[src/rtl/seven_seg_scan_driver.sv]
// Time-multiplexed driver for NUM_DIGITS common-anode seven-segment digits on a
// shared segment bus. A load strobe latches a packed hex value, per-digit decimal
// points and per-digit blink enables. The driver then scans one digit per slot of
// PRESCALE clocks and decodes that digit's nibble to active-low segments.
//
// Ports:
//   clk, reset_n  - clock (rising edge), asynchronous active-low reset
//   en            - display enable; 0 darkens the pins while counters keep running
//   load          - 1-cycle strobe capturing value / dp_in / blink_mask
//   value         - packed hex digits, digit 0 in value[3:0]
//   dp_in         - decimal point request per digit (1 = lit)
//   blink_mask    - per-digit blink enable
//   blank_lz      - live leading-zero suppression request
//   seg_n         - segments {A..G}, active-low, seg_n[6] = A
//   dp_n          - decimal point, active-low
//   an_n          - one-hot active-low anode select
//   frame_tick    - 1-cycle pulse when the scan wraps back to digit 0
module seven_seg_scan_driver #(
  parameter int unsigned NUM_DIGITS = 4,
  parameter int unsigned PRESCALE   = 1000,
  parameter int unsigned BLINK_DIV  = 256
) (
  input  logic                    clk,
  input  logic                    reset_n,
  input  logic                    en,
  input  logic                    load,
  input  logic [4*NUM_DIGITS-1:0] value,
  input  logic [NUM_DIGITS-1:0]   dp_in,
  input  logic [NUM_DIGITS-1:0]   blink_mask,
  input  logic                    blank_lz,
  output logic [6:0]              seg_n,
  output logic                    dp_n,
  output logic [NUM_DIGITS-1:0]   an_n,
  output logic                    frame_tick
);

  localparam int unsigned VAL_W = 4 * NUM_DIGITS;
  localparam int unsigned IDX_W = (NUM_DIGITS > 1) ? $clog2(NUM_DIGITS) : 1;
  localparam int unsigned PS_W  = $clog2(PRESCALE);
  localparam int unsigned FR_W  = (BLINK_DIV > 1) ? $clog2(BLINK_DIV) : 1;

  localparam logic [PS_W-1:0]  PS_LAST  = PS_W'(PRESCALE - 1);
  localparam logic [IDX_W-1:0] IDX_LAST = IDX_W'(NUM_DIGITS - 1);
  localparam logic [FR_W-1:0]  FR_LAST  = FR_W'(BLINK_DIV - 1);

  // Counter and shadow state
  logic [PS_W-1:0]       presc_q,  presc_d;
  logic [IDX_W-1:0]      idx_q,    idx_d;
  logic [FR_W-1:0]       frame_q,  frame_d;
  logic                  blink_q,  blink_d;
  logic [VAL_W-1:0]      value_q,  value_d;
  logic [NUM_DIGITS-1:0] dp_q,     dp_d;
  logic [NUM_DIGITS-1:0] mask_q,   mask_d;
  logic                  slot_end, wrap;

  // Next values of the output registers
  logic [6:0]            seg_d;
  logic                  dp_n_d;
  logic [NUM_DIGITS-1:0] an_d;

  // Output-path helpers
  logic [NUM_DIGITS-1:0] lz_blank;
  logic                  zero_above;
  logic [3:0]            nib;
  logic                  dp_sel, mask_sel, lz_sel, blanked;

  // Hex nibble to active-low {A..G}
  function automatic logic [6:0] hex_to_seg(input logic [3:0] n);
    logic [6:0] s;
    case (n)
      4'h0: s = 7'b0000001;
      4'h1: s = 7'b1001111;
      4'h2: s = 7'b0010010;
      4'h3: s = 7'b0000110;
      4'h4: s = 7'b1001100;
      4'h5: s = 7'b0100100;
      4'h6: s = 7'b0100000;
      4'h7: s = 7'b0001111;
      4'h8: s = 7'b0000000;
      4'h9: s = 7'b0000100;
      4'hA: s = 7'b0001000;
      4'hB: s = 7'b1100000;
      4'hC: s = 7'b0110001;
      4'hD: s = 7'b1000010;
      4'hE: s = 7'b0110000;
      default: s = 7'b0111000;
    endcase
    return s;
  endfunction

  // State register
  always_ff @(posedge clk or negedge reset_n) begin
    if (!reset_n) begin
      presc_q    <= '0;
      idx_q      <= '0;
      frame_q    <= '0;
      blink_q    <= 1'b0;
      value_q    <= '0;
      dp_q       <= '0;
      mask_q     <= '0;
      seg_n      <= '1;
      dp_n       <= 1'b1;
      an_n       <= '1;
      frame_tick <= 1'b0;
    end else begin
      presc_q    <= presc_d;
      idx_q      <= idx_d;
      frame_q    <= frame_d;
      blink_q    <= blink_d;
      value_q    <= value_d;
      dp_q       <= dp_d;
      mask_q     <= mask_d;
      seg_n      <= seg_d;
      dp_n       <= dp_n_d;
      an_n       <= an_d;
      frame_tick <= wrap;
    end
  end

  // Next state: prescaler, digit index, frame/blink counters, shadow capture
  always_comb begin
    slot_end = (presc_q == PS_LAST);
    wrap     = slot_end && (idx_q == IDX_LAST);
    presc_d  = slot_end ? '0 : presc_q + PS_W'(1);
    idx_d    = idx_q;
    frame_d  = frame_q;
    blink_d  = blink_q;
    value_d  = value_q;
    dp_d     = dp_q;
    mask_d   = mask_q;

    if (slot_end) begin
      idx_d = wrap ? '0 : idx_q + IDX_W'(1);
    end
    if (wrap) begin
      if (frame_q == FR_LAST) begin
        frame_d = '0;
        blink_d = ~blink_q;
      end else begin
        frame_d = frame_q + FR_W'(1);
      end
    end
    if (load) begin
      value_d = value;
      dp_d    = dp_in;
      mask_d  = blink_mask;
    end
  end

  // Output decode. Looks at the slot about to start (presc_d/idx_d) so the
  // registered pins line up with the counters; data comes from the current
  // shadow, so a load only shows from the cycle after its capture edge.
  always_comb begin
    lz_blank   = '0;
    zero_above = 1'b1;
    nib        = 4'h0;
    dp_sel     = 1'b0;
    mask_sel   = 1'b0;
    lz_sel     = 1'b0;
    seg_d      = '1;
    dp_n_d     = 1'b1;
    an_d       = '1;

    // A digit is a leading zero if it and every digit above it are zero;
    // digit 0 is never suppressed so a zero value still shows "0".
    for (int i = int'(NUM_DIGITS) - 1; i >= 0; i--) begin
      zero_above = zero_above && (value_q[4*i +: 4] == 4'h0);
      if (i != 0) begin
        lz_blank[i] = zero_above;
      end
    end

    for (int i = 0; i < int'(NUM_DIGITS); i++) begin
      if (idx_d == IDX_W'(i)) begin
        nib      = value_q[4*i +: 4];
        dp_sel   = dp_q[i];
        mask_sel = mask_q[i];
        lz_sel   = lz_blank[i];
      end
    end

    blanked = (blank_lz && lz_sel) || (mask_sel && blink_q);

    // First cycle of each slot stays fully dark to avoid ghosting
    if (en && (presc_d != '0)) begin
      an_d = ~(NUM_DIGITS'(1) << idx_d);
      if (!blanked) begin
        seg_d  = hex_to_seg(nib);
        dp_n_d = ~dp_sel;
      end
    end
  end

endmodule
[config.mk]
export PLATFORM = sky130hd
export DESIGN_NAME = seven_seg_scan_driver
export DESIGN_NICKNAME = d
export VERILOG_FILES = /design/src/rtl/seven_seg_scan_driver.sv
export SDC_FILE = /design/constraint.sdc
export NUM_CORES = 1
export LEC_CHECK = 0
export BUFFER_PORTS_ARGS = -buffer_cell sky130_fd_sc_hd__buf_2
export CAP_MARGIN = 20
export CORE_ASPECT_RATIO = 0.6
export CORE_UTILIZATION = 62
export DETAILED_ROUTE_END_ITERATION = 12
export PLACE_DENSITY = 0.91
export SLEW_MARGIN = 40
export SYNTH_ARGS = -nofsm -noshare
export SYNTH_HDL_FRONTEND = slang
export SYNTH_SLANG_ARGS = --single-unit
[constraint.sdc]
create_clock -name clk -period 4.32 [get_ports clk]
set_input_delay 0.216 -clock clk [delete_from_list [all_inputs] [get_ports clk]]
set_output_delay 0.216 -clock clk [all_outputs]
set_load 0.03 [all_outputs]
Word level (Yosys, flattened, before mapping)
Memory sizes are Yosys's and may differ from the RTL's.
Index checks and enable logic that the tools add are counted.

storage, ports and cells
  memories kept = 1
  bits in registers = 58
  ROM bits = 112
  word-level logic and storage cells = 62
  input port bits = 29

memory list
  memory            words  bits a word  read ports  clocked after Yosys merged registers in  write ports  line  source
  (name not given)  16     7            1           0                                        0            70    case (n)

operators by class
  reductions and logical operators = 13
  equal/unequal tests = 6
  shifts and indexed selects = 1
  multiplexer cells = 24
  add/subtract/negate cells = 3
  bitwise operators = 3

operators by type and width
  operator               number
  $mux 4                 5
  $mux 7                 2
  $mux 1                 13
  $logic_not 4->1        3
  $add 10x1->10 const B  1
  $eq 10x10->1 const B   1
  $mux 10                1
  $reduce_bool 10->1     1
  $add 8x1->8 const B    1
  $eq 8x8->1 const B     1
  $mux 8                 1
  $eq 2x2->1 const B     3
  $logic_and 1x1->1      6
  $mux 2                 2
  $not 4->4              1
  $shl 1x2->4 const A    1
  $add 2x1->2 const B    1
  $eq 2x1->1 const B     1
  $logic_not 2->1        1
  $not 1->1              2
  $reduce_and 2->1       1
  $logic_or 1x1->1       1

Logic depth before layout (Yosys ltp)
  depth in word-level cells = 13
  gate-level depth with buffers = 14

Least setup slack after synthesis
OpenSTA, ideal clock, no wires.

  kind = register -> register
  from = reg presc_q[0]
  to = reg seg_n[6]
  clock period less this slack = 2.789 ns
  cell stages (with the launch flop) = 14
  path slack = 1.531 ns
  arrival time = 2.705 ns
  cell sequence = dfrtp_1 ha_1 buf_2 and3b_1 nand4_1 and2_1 buf_2 a32oi_1 inv_1 ha_1 nor4b_1 nor2_1 a21oi_1 o31ai_2

on the way
  word-level cells in the longest chain between the ends = 13
  elaborated cells between the ends (all ways) = 29
  those cells by class = add/sub: 1; eq/ne: 4; mux: 16; reduce/logical: 7; memory: 1

ends and longest elaborated chain
  item                                                   line  source
  start, declared                                        47    logic [PS_W-1:0] presc_q, presc_d;
  start signal, assigned                                 106   presc_q <= presc_d;
  branches (longest 12 deep; another with $mem_v2 16x7)  n/a
  $mux 7 *                                               185   if (en && (presc_d != '0)) begin
  via seg_d[6]                                           57    logic [6:0] seg_d;
  end signal, assigned                                   113   seg_n <= seg_d;
  end, declared                                          31    output logic [6:0] seg_n,

Mark *: on every way through the listed nets, which the timed path passes.
A chain may end at the register's enable or synchronous reset.

Worst setup path in the final report
Ends and elaborated chain as after synthesis.

==> results.json <==
{
  "nets": 366,
  "total_power_mw": 1.34,
  "cts_setup_buffers": 0,
  "start_kind": "flip-flop",
  "grt_util_all_layers_pct": 30.2,
  "drt_pass1_iterations": 5,
  "period_share_pct": 78.1,
  "endpoint_kind": "flip-flop",
  "rows": 19,
  "die_x_um": 94.2,
  "ys.flop_type": "dfrtp_1",
  "path_common_cell": "ha_1",
  "reg2reg_slack_ns": 0.94,
  "syn_inst": 288,
  "root_buffer": "clkbuf_8",
  "clock_sinks": 58,
  "wl_per_cell_um": 18.2,
  "p_comb_share_pct": 12.1,
  "hold_buffers": 0,
  "areaGrowthSynthToFinish_pct": 14.2,
  "antenna_cells": 0,
  "power_density_nw_per_um2": 371,
  "grt_antenna_before_repair": 0,
  "htree_levels": 3,
  "synth_edf_count": 0,
  "ios": 42,
  "synthesis.area_um2": 3160,
  "synth_seq_cells": 58,
  "cts-buffers-inserted": 9,
  "fillers": 317,
  "switching_share_pct": 24.9,
  "peakVddDrop_uv": 255,
  "fin_crit_ns": 3.38,
  "timing.rr.end": "seg_n[6]",
  "drt-total-wl_mm": 7.19,
  "drc": 0,
  "holdWs_ns": -0.00794,
  "cts.path.max_buffers": 2,
  "hpwl_mm": 5.19,
  "finClkSkew_ns": 0.00749,
  "cp_max_fo": 11,
  "finalSetupTns_ns": 0,
  "gr-total-overflow": 0,
  "viasPerCell": 6.31,
  "cts_resized": 0,
  "drive_gt1_share_pct": 34.8,
  "crit_chain": "ha_1 -> and3b_1 -> nand4_1 -> and2_1 -> a32oi_1 -> inv_1 -> ha_1 -> nor4b_1 -> nor2_1 -> a21oi_1 -> o31ai_2",
  "drt_iter0_drc": 212,
  "grt_first_pass_wirelength_mm": 12.0,
  "violations": "negative hold slack",
  "io_buffers": 41,
  "die_area_um2": 5400,
  "grt_max_degree": 59,
  "start_util_pct": 66.8,
  "ant_nets": 0,
  "slowest_delay_ns": 0.49,
  "status": "finished with violations",
  "utilization_pct": 76.3,
  "hold_class": "primary input to asynchronous set/reset pin",
  "first_global_vias": 2428,
  "clockPowerShare_pct": 42.6,
  "worstMarginPinSlew_ns": 0.705,
  "syn_avg_cell_area_um2": 11.0,
  "setup_violations": 0,
  "cp.buffers_inverters": 1,
  "route.vias.total": 2499,
  "required_ns": 4.58,
  "cts_tree": "done",
  "seq_power_share_pct": 45.4,
  "hold_viol": 2,
  "async_flop_share_pct": 100,
  "synthDistinctLibCells": 65,
  "clk_pin_slew_ns": 0.07,
  "clkLatencyLatePin_ns": 0.34,
  "critical_path_class": "flip-flop to flip-flop",
  "synth.net_count": 326,
  "crit_slowest_cell": "a32oi_1",
  "gp_congestion": 0.990,
  "yosysSeqAreaShare_pct": 46.4,
  "coreArea_um2": 4730,
  "p_sw_mw": 0.334,
  "p_leak_nw": 1.61,
  "cp_top_family": "simple AND/OR/NAND/NOR gates",
  "p_int_mw": 1.01,
  "rr_worst_depth": 11,
  "max_slew_margin_pct": 53.0,
  "drv_slew": 0,
  "rr_startpoint": "presc_q[0]",
  "yosys_warnings": 0,
  "worstPathArrival_ns": 3.64,
  "die_h_um": 57.3,
  "fmaxAchievable_ghz": 0.296,
  "cap_violations": 0,
  "rsz0062_at_grt": "no"
}
==> layout by cell type (no fill, tap or decap), types with 3 or more instances in the layout <==
cell      netlist  final
buf_2           4     41
nor3_1          6      6
a31oi_1         3      3
nand4_1         4      4
nor4_1          4      4
clkbuf_8        0     11
o21ai_0        10     10
and2_1          3      3
nand3_1        17     17
and4_1          3      3
mux2_2         24     24
or3_1           3      3
dfstp_2        12     12
nand2_1        23     23
ha_1            9      9
inv_1          10     10
a21oi_1        11     11
and3_1          5      5
mux2i_1         4      3
xnor2_1         9      9
nor2_1         11     11
xor2_1          7      7
dfrtp_1        46     46
==> how the worst max path moves through the flow <==
stage                           from  endpoint  slack (ns)  cells after the start
after global routing      presc_q[0]  seg_n[6]        0.74                     11
after floorplan           presc_q[0]  seg_n[6]        1.53                     13
after CTS                 presc_q[0]  seg_n[6]        1.02                     11
after detailed placement  presc_q[0]  seg_n[6]        1.06                     11
after global placement    presc_q[0]  seg_n[6]        1.28                     11
final                     presc_q[0]  seg_n[6]        0.94                     11
==> power groups by stage <==
| stage | clock [mW] | combinational, mW | sequential, mW |
|---|---|---|---|
| 3_5_place_dp | 0 | 0.160 | 0.616 |
| 4_1_cts | 0.578 | 0.161 | 0.607 |
| 2_1_floorplan | 0 | 0.0902 | 0.628 |
| 5_1_grt | 0.606 | 0.177 | 0.611 |
| 3_3_place_gp | 0 | 0.153 | 0.615 |
| 6_report | 0.570 | 0.162 | 0.608 |
==> state kept, by name (all words and copies together) (netlist names) <==
register / count
mask_q: 4
an_n: 4
presc_q: 10
frame_q: 8
idx_q: 2
value_q: 16
dp_n: 1
seg_n: 7
dp_q: 4
blink_q: 1
frame_tick: 1
==> stage by stage <==
stage          setup WS (ns)  cells  hold WS [ns]  cell area, um^2
2_1_floorplan           1.53    288       -0.0796             3160
6_report               0.944    396      -0.00794             3610
3_3_place_gp            1.28    380         0.387             3380
5_1_grt                0.736    396        0.0791             3610
3_5_place_dp            1.06    380         0.402             3380
4_1_cts                 1.02    396        0.0289             3610
==> synth_stat cells, types with 3 or more instances <==
library cell | number | area share, %
o21ai_0 | 10 | 1.6
mux2i_1 | 4 | 1.3
buf_2 | 4 | 0.63
and3_1 | 5 | 0.99
nor3_1 | 6 | 0.95
mux2_2 | 24 | 8.5
ha_1 | 9 | 3.6
nand2_1 | 23 | 2.7
inv_1 | 10 | 1.2
dfstp_2 | 12 | 10
nor2_1 | 11 | 1.3
and2_1 | 3 | 0.59
a31oi_1 | 3 | 0.59
dfrtp_1 | 46 | 36
nand4_1 | 4 | 0.79
nand3_1 | 17 | 2.7
and4_1 | 3 | 0.83
xor2_1 | 7 | 1.9
xnor2_1 | 9 | 2.5
nor4_1 | 4 | 0.79
or3_1 | 3 | 0.59
buf_4 | 3 | 0.71
a21oi_1 | 11 | 1.7
==> layout make-up <==
| class | count | area, um^2 | share of cell area, % |
|---|---|---|---|
| Clock buffer | 12 | 155 | 4.30 |
| Inverter | 13 | 48.8 | 1.35 |
| Clock inverter | 4 | 75.1 | 2.08 |
| Timing Repair Buffer | 42 | 213 | 5.89 |
| Sequential cell | 58 | 1470 | 40.6 |
| Multi-Input combinational cell | 204 | 1570 | 43.6 |
| Tap cell | 63 | 78.8 | 2.18 |
==> per-layer routing <==
metal  up-vias  share of wire, %  GRT usage, %
li1       1141                 -             -
met1      1184                44          42.3
met2       158                43          45.0
met3        16                10          10.0
met4         0               1.8          9.45
met5         -                 0             0
==> cells by family after synthesis <==
group                      count (synthesis)  synth area share (%)
AOI/OAI and AO/OA                         55                  13.6
xor gates and xnor gates                  16                  4.43
adders and majority gates                  9                  3.56
buffers and inverters                     26                  4.00
DFF                                       58                  46.4
muxes                                     29                  10.3
and+or+nand+nor                           95                  17.8
(Power assumes the default switching activity.)
